[src/rtl/mips_issue_ctrl_if.sv]
// rtl/mips_issue_ctrl_if.sv - ID-stage issue/interlock signal bundle
interface mips_issue_ctrl_if #(
    parameter int CNT_W = 16
);
    logic             id_valid;
    logic [31:0]      id_instr;
    logic             ex_br_taken;
    logic             pc_en;
    logic             ifid_en;
    logic             ifid_flush;
    logic             idex_bubble;
    logic             halted;
    logic [CNT_W-1:0] stall_cnt;

    modport master (
        output id_valid, id_instr, ex_br_taken,
        input  pc_en, ifid_en, ifid_flush, idex_bubble, halted, stall_cnt
    );

    modport slave (
        input  id_valid, id_instr, ex_br_taken,
        output pc_en, ifid_en, ifid_flush, idex_bubble, halted, stall_cnt
    );
endinterface

[src/rtl/mips_issue_ctrl.sv]
// rtl/mips_issue_ctrl.sv - MIPS32 5-stage issue, RAW interlock, flush and HLT drain control
module mips_issue_ctrl #(
    parameter int HAZ_DEPTH = 2,
    parameter int CNT_W     = 16
) (
    input logic               clk1,
    input logic               rst,
    mips_issue_ctrl_if.slave  bus
);
    localparam int DCNT_W = $clog2(HAZ_DEPTH + 2);

    typedef enum logic [1:0] {RUN, DRAIN, HALT} state_t;

    state_t              state;
    logic [DCNT_W-1:0]   dcnt;
    logic [HAZ_DEPTH-1:0] sb_v;
    logic [4:0]          sb_d [HAZ_DEPTH];
    logic [CNT_W-1:0]    cnt;

    logic [5:0] op;
    logic [4:0] rs, rt, rd;
    logic       use_rs, use_rt, wr, is_hlt;
    logic [4:0] dest;
    logic       hit_rs, hit_rt, hazard;
    logic       run, stall_now, hlt_now, issue_wr;
    logic       unused_ok;

    assign op = bus.id_instr[31:26];
    assign rs = bus.id_instr[25:21];
    assign rt = bus.id_instr[20:16];
    assign rd = bus.id_instr[15:11];
    assign unused_ok = ^bus.id_instr[10:0];

    // Decode which registers the ID instruction reads and which one it writes
    always_comb begin
        use_rs = 1'b0;
        use_rt = 1'b0;
        wr     = 1'b0;
        is_hlt = 1'b0;
        dest   = rd;
        if (op <= 6'd5) begin
            use_rs = 1'b1;
            use_rt = 1'b1;
            wr     = 1'b1;
            dest   = rd;
        end else begin
            case (op)
                6'b001000, 6'b001010, 6'b001011, 6'b001100: begin
                    use_rs = 1'b1;
                    wr     = 1'b1;
                    dest   = rt;
                end
                6'b001001: begin
                    use_rs = 1'b1;
                    use_rt = 1'b1;
                end
                6'b001101, 6'b001110: use_rs = 1'b1;
                6'b111111:            is_hlt = 1'b1;
                default: ;
            endcase
        end
    end

    // Compare both sources against every in-flight destination not yet written back
    always_comb begin
        hit_rs = 1'b0;
        hit_rt = 1'b0;
        for (int i = 0; i < HAZ_DEPTH; i++) begin
            if (sb_v[i] && (sb_d[i] == rs)) hit_rs = 1'b1;
            if (sb_v[i] && (sb_d[i] == rt)) hit_rt = 1'b1;
        end
    end

    // R0 is hardwired, so it never creates a dependence
    assign hazard = bus.id_valid &
                    ((use_rs & (rs != 5'd0) & hit_rs) |
                     (use_rt & (rt != 5'd0) & hit_rt));

    // A taken branch kills the ID slot, so it overrides both stall and HLT
    assign run       = (state == RUN);
    assign stall_now = run & ~bus.ex_br_taken & hazard;
    assign hlt_now   = run & ~bus.ex_br_taken & ~hazard & bus.id_valid & is_hlt;
    assign issue_wr  = run & ~bus.ex_br_taken & ~hazard & bus.id_valid & wr & (dest != 5'd0);

    // Same-cycle pipeline control decided from state and the ID instruction
    always_comb begin
        bus.pc_en       = 1'b1;
        bus.ifid_en     = 1'b1;
        bus.ifid_flush  = 1'b0;
        bus.idex_bubble = 1'b0;
        bus.halted      = 1'b0;
        if (!rst) begin
            case (state)
                RUN: begin
                    if (bus.ex_br_taken) begin
                        bus.ifid_flush  = 1'b1;
                        bus.idex_bubble = 1'b1;
                    end else if (hazard) begin
                        bus.pc_en       = 1'b0;
                        bus.ifid_en     = 1'b0;
                        bus.idex_bubble = 1'b1;
                    end else if (hlt_now) begin
                        bus.pc_en   = 1'b0;
                        bus.ifid_en = 1'b0;
                    end
                end
                DRAIN: begin
                    bus.pc_en       = 1'b0;
                    bus.ifid_en     = 1'b0;
                    bus.idex_bubble = 1'b1;
                end
                default: begin
                    bus.pc_en       = 1'b0;
                    bus.ifid_en     = 1'b0;
                    bus.idex_bubble = 1'b1;
                    bus.halted      = 1'b1;
                end
            endcase
        end
    end

    assign bus.stall_cnt = cnt;

    // Scoreboard shift, stall counter and RUN/DRAIN/HALT sequencing
    always_ff @(posedge clk1) begin
        if (rst) begin
            state <= RUN;
            dcnt  <= '0;
            sb_v  <= '0;
            cnt   <= '0;
            for (int i = 0; i < HAZ_DEPTH; i++) sb_d[i] <= 5'd0;
        end else begin
            sb_v[0] <= issue_wr;
            sb_d[0] <= dest;
            for (int i = 1; i < HAZ_DEPTH; i++) begin
                sb_v[i] <= sb_v[i-1];
                sb_d[i] <= sb_d[i-1];
            end
            if (stall_now && (cnt != {CNT_W{1'b1}})) cnt <= cnt + 1'b1;
            case (state)
                RUN: begin
                    // The HLT issue cycle is the first of HAZ_DEPTH+1 drain cycles
                    if (hlt_now) begin
                        state <= DRAIN;
                        dcnt  <= DCNT_W'(HAZ_DEPTH);
                    end
                end
                DRAIN: begin
                    if (dcnt <= DCNT_W'(1)) begin
                        state <= HALT;
                        dcnt  <= '0;
                    end else begin
                        dcnt <= dcnt - 1'b1;
                    end
                end
                HALT:    state <= HALT;
                default: state <= RUN;
            endcase
        end
    end
endmodule
[src/flat_wrapper.sv]
// flat-port wrapper written by rule: the top's interface ports become plain ports
module mips_issue_ctrl_flat 
#(
    parameter int HAZ_DEPTH = 2,
    parameter int CNT_W     = 16
)
  (clk1, rst, bus_id_valid, bus_id_instr, bus_ex_br_taken, bus_pc_en, bus_ifid_en, bus_ifid_flush, bus_idex_bubble, bus_halted, bus_stall_cnt);
  mips_issue_ctrl_if #(.CNT_W(CNT_W)) bus_i ();
  input logic clk1;
  input logic rst;
  input wire logic [$bits(bus_i.id_valid)-1:0] bus_id_valid;
  input wire logic [$bits(bus_i.id_instr)-1:0] bus_id_instr;
  input wire logic [$bits(bus_i.ex_br_taken)-1:0] bus_ex_br_taken;
  output wire logic [$bits(bus_i.pc_en)-1:0] bus_pc_en;
  output wire logic [$bits(bus_i.ifid_en)-1:0] bus_ifid_en;
  output wire logic [$bits(bus_i.ifid_flush)-1:0] bus_ifid_flush;
  output wire logic [$bits(bus_i.idex_bubble)-1:0] bus_idex_bubble;
  output wire logic [$bits(bus_i.halted)-1:0] bus_halted;
  output wire logic [$bits(bus_i.stall_cnt)-1:0] bus_stall_cnt;
  assign bus_i.id_valid = bus_id_valid;
  assign bus_i.id_instr = bus_id_instr;
  assign bus_i.ex_br_taken = bus_ex_br_taken;
  assign bus_pc_en = bus_i.pc_en;
  assign bus_ifid_en = bus_i.ifid_en;
  assign bus_ifid_flush = bus_i.ifid_flush;
  assign bus_idex_bubble = bus_i.idex_bubble;
  assign bus_halted = bus_i.halted;
  assign bus_stall_cnt = bus_i.stall_cnt;
  mips_issue_ctrl #(.HAZ_DEPTH(HAZ_DEPTH), .CNT_W(CNT_W)) u_core (.clk1(clk1), .rst(rst), .bus(bus_i));
endmodule
[config.mk]
export PLATFORM = sky130hd
export DESIGN_NAME = mips_issue_ctrl_flat
export DESIGN_NICKNAME = d
export VERILOG_FILES = /design/src/rtl/mips_issue_ctrl_if.sv /design/src/rtl/mips_issue_ctrl.sv /design/src/flat_wrapper.sv
export SDC_FILE = /design/constraint.sdc
export NUM_CORES = 1
export LEC_CHECK = 0
export BUFFER_PORTS_ARGS = -buffer_cell sky130_fd_sc_hd__buf_2
export CELL_PAD_IN_SITES_DETAIL_PLACEMENT = 1
export CELL_PAD_IN_SITES_GLOBAL_PLACEMENT = 2
export CORE_ASPECT_RATIO = 0.75
export CORE_MARGIN = 2
export CORE_UTILIZATION = 31
export DETAILED_ROUTE_END_ITERATION = 6
export PLACE_DENSITY_LB_ADDON = 0.1
export SETUP_SLACK_MARGIN = 0.05
export SLEW_MARGIN = 20
export SYNTH_ARGS = -nofsm -noshare
export SYNTH_HDL_FRONTEND = slang
export SYNTH_SLANG_ARGS = --single-unit
[constraint.sdc]
create_clock -name clk1 -period 4.97 [get_ports clk1]
set_input_delay 0.994 -clock clk1 [delete_from_list [all_inputs] [get_ports clk1]]
set_output_delay 0.994 -clock clk1 [all_outputs]
set_load 0.02 [all_outputs]
==> results.toml <==
[outcome]
status = "finished clean"

[timing]
clock_skew_ns = 0.00472
final.min_clock_period_ns = 3.57
max_slew.worst_pin.slew_ns = 0.754
rsz0062_at_grt = "false"
period_share = 0.718
totalNegativeSetupSlack_ns = 0
setup_violations = 0
hold_violations = 0
hold_ws_ns = 0.495
max_freq_mhz = 280
max-slew-margin-rel = 0.497
maxSlewViolCount = 0

[clock_tree]
clk_path_buf_depth = 2
clkLatencyLatePin_ns = 0.29
cts_htree_levels = 2
clkSinkCount = 32
holdBufCountCts = 0
clk_pin_slew_ns = 0.07
cts-root-buf = "clkbuf_8"
cts_setup_buffers = 0
cts_resized = 0
cts_buffers = 5
cts_tree = "done"

[logic_synthesis]
postSynthCellCount = 226
synth-seq-area-share = 0.345
yosys_warnings = 0
synth_top_area_frac = 0.345
synth_most_common_cell = "dfxtp_1"
syn_area_per_cell_um2 = 8.23
synth_fp_nets = 265
synthTopCellsByCount = "dfxtp_1, xnor2_1, nand2_1, nor2_1, a21oi_1"
async_flop_share = 0
synthFlopType = "dfxtp_1"
synth.area.top_cells = "dfxtp_1, xnor2_1, a21oi_1, nor2b_1, mux2i_1"
netlist_area_mm2 = 0.00186
ys_types = 45
synth_seq_cells = 32
synth_edf_count = 0
synth_area_leader_cell = "dfxtp_1"

[setup_path]
critPathLaunchType = "input port"
criticalPathCategory = "in2out"
rr_worst_depth = 8
crit_end = "bus_ifid_en"
crit_start = "bus_id_instr[21]"
worstPathArrival_ns = 2.57
reg2reg_from = "u_core.state[1]"
endpoint_kind = "primary output"
r2r_end = "u_core.bus.stall_cnt[14]"
r2r_slack_ns = 2.76
cp_max_fo = 6
cp_data_required_time_ns = 3.98

[die]
num_io_pins = 57
dieArea_mm2 = 0.00664
fp.coreArea_mm2 = 0.00580
die_h_um = 71.1
die_w_um = 93.4
num_rows = 24
initial_core_util = 0.321

[placed_design]
port_buffers = 45
place_congestion = 0.736
place_hpwl_um = 3590
dpl.cell_count = 339

[route]
via_per_inst = 5.03
routed_wl_um = 4830
post_drt_wl_per_cell_um = 13.9
vias = 1751
drt_iter0_markers = 31
ant_nets = 0
drc = 0
firstDrtPassIters = 4

[finish]
drive_above_1_share = 0.226
seqCellArea_um2 = 641
diodes = 0
final_cells = 348
final.fill_count = 728
areaGrowthSynthToFinish_pct = 19.6
multi_input_area_mm2 = 0.00113
nets = 308

[pwr]
switching_share = 0.261
leakage_nw = 0.886
p_switching_mw = 0.141
total_power_mw = 0.541
pwr_density_cell_mw_per_mm2 = 243
pwr-share-comb = 0.107
internal_power_mw = 0.399
vdd_drop_max_mv = 0.108
p_seq_frac = 0.494
p_clk_frac = 0.398

[global_route]
grt_max_degree = 41
grt_pass1_vias = 1618
grt_usage = 0.151
antenna_found_initial = 0
grt_overflow = 0
grt_first_pass_wirelength_um = 7890

[hold_path]
min_path_type = "reg2reg"

[run]
cap_violations = 0
==> worst max-delay path: stages <==
cell      delay, ns
buf_2          0.12
nor3_1         0.42
a21oi_1        0.13
a22oi_1        0.39
nand3_1        0.18
nand3b_1       0.15
buf_2          0.18
==> registers in the layout, indices dropped and copies added, names as in the netlist <==
name	count
u_core.sb_d	10
u_core.sb_v	2
u_core.bus.stall_cnt	16
u_core.dcnt	2
u_core.state	2
==> placed cells by master (no fill, tap or decap), drive strengths merged, types with 2 or more instances in the layout <==
master	instances
clkbuf	6
clkinv	2
nand2	18
o21ai	16
o211ai	2
nor3	6
ha	3
a21oi	17
nand2b	2
nor2	18
o22ai	2
nor2b	12
dfxtp	32
inv	6
mux2i	7
xnor2	20
nand3	10
or3	10
and3	3
nand4	10
or4	4
buf	46
==> how the worst min path moves through the flow <==
stage | from | endpoint | cells after the start
final | u_core.state[1] | u_core.state[1] | 2
after global routing | u_core.sb_d[0][3] | u_core.sb_d[0][8] | 1
after CTS | u_core.state[1] | u_core.state[1] | 2
after global placement | u_core.state[1] | u_core.state[1] | 2
after detailed placement | u_core.state[1] | u_core.state[1] | 2
after floorplan | u_core.sb_v[0] | u_core.sb_v[1] | 1
==> per-stage QoR <==
stage           util  setup WS [ns]  area (um2)
2_1_floorplan      -           1.78        1860
3_3_place_gp   0.366           1.44        2120
4_1_cts        0.382           1.41        2210
6_report       0.384           1.40        2220
3_5_place_dp   0.366           1.43        2120
5_1_grt        0.384           1.27        2220
==> per-layer routing <==
layer / vias up / GRT usage / share of wire
met5: - / 0 / 0
met3: 8 / 0.0437 / 0.044
met2: 26 / 0.214 / 0.41
li1: 887 / - / -
met4: 0 / 0.0392 / 0.011
met1: 830 / 0.223 / 0.53
==> cells by family (layout without fill, tap and decap cells) <==
| logic type | count (synthesis) | count (layout) | share of synthesized area |
|---|---|---|---|
| and+or+nand+nor | 102 | 102 | 0.303 |
| muxes | 8 | 8 | 0.0437 |
| adders and majority gates | 3 | 3 | 0.0202 |
| DFF | 32 | 32 | 0.345 |
| AOI/OAI and AO/OA | 44 | 44 | 0.145 |
| xor gates and xnor gates | 21 | 21 | 0.0989 |
| buffers and inverters | 16 | 60 | 0.0451 |
==> power by group through the flow <==
| stage | clock network, mW | registers, mW | logic (mW) |
|---|---|---|---|
| 2_1_floorplan | 0 | 0.272 | 0.0349 |
| 3_3_place_gp | 0 | 0.273 | 0.0584 |
| 3_5_place_dp | 0 | 0.273 | 0.0586 |
| 4_1_cts | 0.223 | 0.267 | 0.0590 |
| 5_1_grt | 0.235 | 0.268 | 0.0650 |
| 6_report | 0.215 | 0.267 | 0.0579 |
==> final cells by class <==
type	count	area share
clock buffer	6	0.0371
clock inverter	2	0.00450
inverter	6	0.0101
multi-input combinational	178	0.510
sequential	32	0.288
tap	78	0.0439
timing repair buffer	46	0.106
Note: power is estimated with default switching activity, not from simulation.
